## src/rtl/mips_pkg.sv

```systemverilog
// Shared MIPS EX-stage definitions: HI/LO unit opcodes and FSM state encodings.
package mips_pkg;

   localparam logic [2:0] MD_OP_MULT  = 3'd0;
   localparam logic [2:0] MD_OP_MULTU = 3'd1;
   localparam logic [2:0] MD_OP_DIV   = 3'd2;
   localparam logic [2:0] MD_OP_DIVU  = 3'd3;
   localparam logic [2:0] MD_OP_MTHI  = 3'd4;
   localparam logic [2:0] MD_OP_MTLO  = 3'd5;

   typedef enum logic [1:0] {
      MD_IDLE = 2'd0,
      MD_CALC = 2'd1,
      MD_FIX  = 2'd2
   } md_state_e;

endpackage

```

## src/rtl/md_datapath.sv

```systemverilog
// Shared 2*WIDTH accumulator/remainder shift register for radix-2 multiply
// (shift-add) and restoring divide (shift-subtract), one step per cycle.
module md_datapath #(
   parameter int unsigned WIDTH = 32
) (
   input  logic               clk,
   input  logic               rst_n,
   input  logic               load_i,
   input  logic               step_i,
   input  logic               is_div_i,
   input  logic [WIDTH-1:0]   a_i,
   input  logic [WIDTH-1:0]   b_i,
   output logic [2*WIDTH-1:0] acc_o
);

   localparam int unsigned DW = 2 * WIDTH;

   logic [DW-1:0]    acc_q, acc_d;
   logic [WIDTH-1:0] opnd_q, opnd_d;
   logic [WIDTH:0]   sum;
   logic [WIDTH+1:0] diff;

   // Low half starts as multiplier/dividend; opnd holds multiplicand/divisor.
   always_comb begin
      sum    = {1'b0, acc_q[DW-1:WIDTH]} + {1'b0, opnd_q};
      diff   = {1'b0, acc_q[DW-1:WIDTH-1]} - {2'b00, opnd_q};
      acc_d  = acc_q;
      opnd_d = opnd_q;
      if (load_i) begin
         acc_d  = {{WIDTH{1'b0}}, a_i};
         opnd_d = b_i;
      end else if (step_i) begin
         if (is_div_i) begin
            acc_d = diff[WIDTH+1] ? {acc_q[DW-2:0], 1'b0}
                                  : {diff[WIDTH-1:0], acc_q[WIDTH-2:0], 1'b1};
         end else begin
            acc_d = acc_q[0] ? {sum, acc_q[WIDTH-1:1]}
                             : {1'b0, acc_q[DW-1:1]};
         end
      end
   end

   always_ff @(posedge clk or negedge rst_n) begin
      if (!rst_n) begin
         acc_q  <= '0;
         opnd_q <= '0;
      end else begin
         acc_q  <= acc_d;
         opnd_q <= opnd_d;
      end
   end

   assign acc_o = acc_q;

endmodule

```

## src/rtl/mult_div_unit.sv

```systemverilog
// Iterative HI/LO multiply/divide unit: FSM, iteration counter, sign fix-up and
// HI/LO registers around md_datapath; drives the pipeline stall request.
module mult_div_unit
   import mips_pkg::*;
#(
   parameter int unsigned WIDTH = 32,
   parameter int unsigned ITERS = 32
) (
   input  logic             Clk,
   input  logic             Rst,
   input  logic             Start,
   input  logic [2:0]       Op,
   input  logic [WIDTH-1:0] A,
   input  logic [WIDTH-1:0] B,
   input  logic             HiLoRd,
   output logic [WIDTH-1:0] Hi,
   output logic [WIDTH-1:0] Lo,
   output logic             Busy,
   output logic             Done,
   output logic             Stall
);

   localparam int unsigned CNT_W = $clog2(ITERS);
   localparam int unsigned DW    = 2 * WIDTH;

   md_state_e        state_q, state_d;
   logic [CNT_W-1:0] cnt_q, cnt_d;
   logic [WIDTH-1:0] hi_q, hi_d, lo_q, lo_d, a_q, a_d;
   logic             busy_q, busy_d, done_q, done_d;
   logic             div_q, div_d, neg_q, neg_d, neg_rem_q, neg_rem_d, dbz_q, dbz_d;

   logic             is_signed, is_div, a_neg, b_neg, dp_load, dp_step;
   logic [WIDTH-1:0] a_mag, b_mag, quot, rem;
   logic [DW-1:0]    acc;

   // Operand magnitudes and signs for the op being presented.
   always_comb begin
      is_signed = (Op == MD_OP_MULT) || (Op == MD_OP_DIV);
      is_div    = (Op == MD_OP_DIV)  || (Op == MD_OP_DIVU);
      a_neg     = is_signed & A[WIDTH-1];
      b_neg     = is_signed & B[WIDTH-1];
      a_mag     = a_neg ? -A : A;
      b_mag     = b_neg ? -B : B;
   end

   md_datapath #(.WIDTH(WIDTH)) u_dp (
      .clk      (Clk),
      .rst_n    (Rst),
      .load_i   (dp_load),
      .step_i   (dp_step),
      .is_div_i (div_q),
      .a_i      (a_mag),
      .b_i      (b_mag),
      .acc_o    (acc)
   );

   assign quot = acc[WIDTH-1:0];
   assign rem  = acc[DW-1:WIDTH];

   always_comb begin
      state_d   = state_q;
      cnt_d     = cnt_q;
      hi_d      = hi_q;
      lo_d      = lo_q;
      a_d       = a_q;
      done_d    = 1'b0;
      div_d     = div_q;
      neg_d     = neg_q;
      neg_rem_d = neg_rem_q;
      dbz_d     = dbz_q;
      dp_load   = 1'b0;
      dp_step   = 1'b0;
      case (state_q)
         MD_IDLE: begin
            if (Start) begin
               case (Op)
                  MD_OP_MULT, MD_OP_MULTU, MD_OP_DIV, MD_OP_DIVU: begin
                     dp_load   = 1'b1;
                     state_d   = MD_CALC;
                     cnt_d     = '0;
                     div_d     = is_div;
                     neg_d     = a_neg ^ b_neg;
                     neg_rem_d = a_neg;
                     dbz_d     = is_div && (B == '0);
                     a_d       = A;
                  end
                  MD_OP_MTHI: hi_d = A;
                  MD_OP_MTLO: lo_d = A;
                  default: ;
               endcase
            end
         end
         MD_CALC: begin
            dp_step = 1'b1;
            cnt_d   = cnt_q + CNT_W'(1);
            if (cnt_q == CNT_W'(ITERS - 1)) state_d = MD_FIX;
         end
         MD_FIX: begin
            state_d = MD_IDLE;
            done_d  = 1'b1;
            if (dbz_q) begin
               hi_d = a_q;
               lo_d = '1;
            end else if (div_q) begin
               lo_d = neg_q     ? -quot : quot;
               hi_d = neg_rem_q ? -rem  : rem;
            end else begin
               {hi_d, lo_d} = neg_q ? -acc : acc;
            end
         end
         default: state_d = MD_IDLE;
      endcase
      busy_d = (state_d != MD_IDLE);
   end

   always_ff @(posedge Clk or negedge Rst) begin
      if (!Rst) begin
         state_q   <= MD_IDLE;
         cnt_q     <= '0;
         hi_q      <= '0;
         lo_q      <= '0;
         a_q       <= '0;
         busy_q    <= 1'b0;
         done_q    <= 1'b0;
         div_q     <= 1'b0;
         neg_q     <= 1'b0;
         neg_rem_q <= 1'b0;
         dbz_q     <= 1'b0;
      end else begin
         state_q   <= state_d;
         cnt_q     <= cnt_d;
         hi_q      <= hi_d;
         lo_q      <= lo_d;
         a_q       <= a_d;
         busy_q    <= busy_d;
         done_q    <= done_d;
         div_q     <= div_d;
         neg_q     <= neg_d;
         neg_rem_q <= neg_rem_d;
         dbz_q     <= dbz_d;
      end
   end

   assign Hi    = hi_q;
   assign Lo    = lo_q;
   assign Busy  = busy_q;
   assign Done  = done_q;
   assign Stall = busy_q & (Start | HiLoRd);

endmodule

```

## config.mk

```make
export PLATFORM = sky130hd
export DESIGN_NAME = mult_div_unit
export DESIGN_NICKNAME = d
export VERILOG_FILES = /design/src/rtl/mips_pkg.sv /design/src/rtl/md_datapath.sv /design/src/rtl/mult_div_unit.sv
export SDC_FILE = /design/constraint.sdc
export NUM_CORES = 1
export LEC_CHECK = 0
export ABC_CLOCK_PERIOD_IN_PS = 2850
export BUFFER_PORTS_ARGS = -buffer_cell sky130_fd_sc_hd__buf_2
export CAP_MARGIN = 40
export CELL_PAD_IN_SITES_DETAIL_PLACEMENT = 0
export CELL_PAD_IN_SITES_GLOBAL_PLACEMENT = 1
export CORE_MARGIN = 4
export CORE_UTILIZATION = 40
export CTS_CLUSTER_SIZE = 12
export DETAILED_ROUTE_END_ITERATION = 10
export PLACE_DENSITY_LB_ADDON = 0.1
export SETUP_SLACK_MARGIN = 0.05
export SYNTH_ARGS = -nofsm -noshare
export SYNTH_HDL_FRONTEND = slang
export SYNTH_SLANG_ARGS = --single-unit
export TNS_END_PERCENT = 20
```

## constraint.sdc

```tcl
create_clock -name Clk -period 2.85 [get_ports Clk]
set_input_delay 0 -clock Clk [delete_from_list [all_inputs] [get_ports Clk]]
set_output_delay 0 -clock Clk [all_outputs]
set_load 0.1 [all_outputs]
```

==> metrics.txt <==
CTS Buffer Depth 3; register area 0.00514 mm²; gr usage total 26.8%; Worst setup EP type flop; DR pass1 iterations 5; data arrival time of the worst path 3.40 ns; die height 210 µm; pre-CTS WS -0.375 ns; final worst setup slack -0.125 ns; Util after Layout 55.1%; CP startpoint kind flop; global-route wire length before repair 95.4 mm; number of synthesized flops with an enable pin 0; Main synth FF type dfrtp_1; Hold Vio Cnt, Final 0; non-filler cells, final 2980; clock latency on the worst-skew pair 0.57 ns; outcome complete, but fails checks; placed insts 2826; Synth cell types 84; DRT antenna net count 0; core area 0.0399 mm²; drt wl/cell 20.3 µm; worst-margin pin slew 0.718 ns; period utilization 104%; Initial Utilization 40.7%; clock skew 0.0132 ns; worst min path class in2async; fmax 336 MHz; net count after synthesis 2183; antenna violations before repair 0; Avg Vias per Cell 5.67; CTS Root Buffer Type clkbuf_16; antenna cells 0; Setup CP Type reg2reg; Max-Slew Margin vs Limit 51.9%; post-synthesis sequential area ratio 31.6%; ys async rst share 100%; Remaining DRCs 0; layout cells sized above 1 25.7%; row count 73; vias in the first global route 16959; CTS Buf Count 26; failing checks setup timing; initial DRC count 1066; Reg clk slew, reported paths 0.07 ns; Sink Count 205; Yosys reg bits 205; post-route design area 0.0220 mm²; critical path required time 3.28 ns; Fillers 3787; yosys warns 0; PortBufs 137; area occupied by multi-input gates 0.0111 mm²; # IOs 138; Setup-failing EPs final 25; max-slew violations 0; RSZ-0062 raised after global routing true; DP HPWL 45.3 mm; DRT Wirelength 60.6 mm; Netlist Area Pre-Place 0.0162 mm²; width of the die 210 µm; DP Area 0.0192 mm²; largest net degree at the start of global routing 92; RD Place Congestion 0.951; Final min period 2.98 ns; Syn Inst Count 2040; Vias 16896; Max Cap Viol 0; DIE AREA 0.0439 mm²; Reg2Reg Depth 13; CP Max Fanout 5; nets@finish 2580; Syn Area/Cell 7.96 µm²; total gr overflow 0; P&R area growth vs syn 35.3%; htree depth 1; CTS tree yes
metal layers:
layer | vias up | GRT usage, % | wire length (µm)
met5 | - | 0 | 0
met4 | 0 | 7.58 | 1740
met3 | 98 | 2.65 | 2830
met2 | 448 | 46.6 | 29700
met1 | 8207 | 35.5 | 26300
li1 | 8143 | - | -
cells by family (layout without fill, tap and decap cells):
group                      count (synthesis)  count (layout)  share of synthesized area, %
DFF                                      205             205                          31.6
xor gates and xnor gates                 163             163                          8.79
AOI/OAI and AO/OA                        601             601                          24.1
muxes                                     69              69                          4.27
adders and majority gates                 72              72                          5.64
buffers and inverters                    207             622                          4.95
and+or+nand+nor                          723             723                          20.7
placed cells by master, fill, tap and decap left out, types with 13 or more instances in the layout:
master / netlist / final
nor4_1: 26 / 18
or3_1: 24 / 19
a32oi_1: 30 / 30
nor2_1: 130 / 125
clkbuf_16: 0 / 26
buf_2: 2 / 136
nor2b_1: 19 / 18
ha_4: 0 / 13
buf_4: 3 / 269
xor2_1: 87 / 84
nand2b_1: 21 / 19
nand3_1: 37 / 34
a21oi_1: 149 / 137
dlygate4sd3_1: 0 / 86
o31ai_1: 19 / 17
dfrtp_1: 205 / 201
inv_1: 62 / 58
nand2_1: 348 / 344
o221ai_1: 19 / 15
o21ai_0: 188 / 160
ha_1: 70 / 56
a222oi_1: 24 / 24
xnor2_1: 76 / 75
o21ai_1: 10 / 32
a21o_1: 26 / 26
mux2i_1: 66 / 63
a31oi_1: 17 / 16
nor3_1: 37 / 31
stage by stage:
stage / hold WS (ns) / TNS (ns)
after global placement: 0.0555 / -6.36
after detailed placement: 0.0600 / -7.20
after floorplan: -0.296 / -0.437
after global routing: 0.0590 / -6.12
final: 0.00905 / -1.44
after CTS: 0.0208 / -1.44
sequential cells by signal (all words and copies together), names as in the netlist:
register,count
u_dp.acc_o,64
Done,1
u_dp.opnd_q,32
dbz_q,1
Hi,32
div_q,1
cnt_q,5
neg_rem_q,1
a_q,32
Busy,1
neg_q,1
Lo,32
state_q,2
synth_stat cells (all sizes together), types with 24 or more instances:
cell	n	area, µm²
nor2	131	494
nand3	37	185
xor2	87	762
clkbuf	124	465
xnor2	76	666
a21o	26	195
dfrtp	205	5130
ha	70	876
mux2i	66	661
nand2	349	1310
or3	25	161
a21oi	150	754
inv	62	233
a32oi	30	263
a222oi	24	240
nor4	30	239
o21ai	200	1020
nor3	37	185
critical path, cell delays in order, from the launching register on:
cell,delay [ns]
dfrtp_1,0.41
inv_2,0.10
ha_4,0.19
nor2b_4,0.12
o31a_1,0.27
o31a_4,0.31
a2111oi_4,0.28
buf_4,0.19
nor4_4,0.05
o21a_2,0.24
nor2_4,0.27
buf_6,0.14
o31a_1,0.13
o221ai_1,0.11
cell type report:
class / instances / share of cell area, %
Tap cell: 525 / 2.99
Timing Repair Buffer: 514 / 17.7
Clock inverter: 9 / 0.723
Sequential cell: 205 / 23.4
Multi-Input combinational cell: 1628 / 50.7
Clock buffer: 37 / 3.47
Inverter: 62 / 1.06
repair_timing:
action,4_1_cts,5_1_grt
cloned,0,0
pin swaps,44,54
endpoints found under the hold margin,329,0
setup endpoints to repair,54,71
hold buffers,86,0
setup buffers,14,12
resized for setup,86,91
path summary, 6_finish.rpt:
| kind | startpoint | end | slack, ns |
|---|---|---|---|
| setup / recovery | u_dp.opnd_q[1]$_DFFE_PN0P_ | u_dp.acc_o[56]$_DFFE_PN0P_ | -0.13 |
| hold / removal | Rst | Lo[7]$_DFFE_PN0P_ | 0.009 |
| setup reg to reg | u_dp.opnd_q[1]$_DFFE_PN0P_ | u_dp.acc_o[56]$_DFFE_PN0P_ | -0.13 |
| hold reg to reg | a_q[18]$_DFFE_PN0P_ | a_q[18]$_DFFE_PN0P_ | 0.46 |
| max in group asynchronous | Rst | u_dp.acc_o[24]$_DFFE_PN0P_ | 2.03 |
| min in group Clk | B[0] | u_dp.opnd_q[9]$_DFFE_PN0P_ | 0.08 |
Power is not shown: default switching activity piles up to over one toggle a cycle in this logic, so the estimate is an artifact.
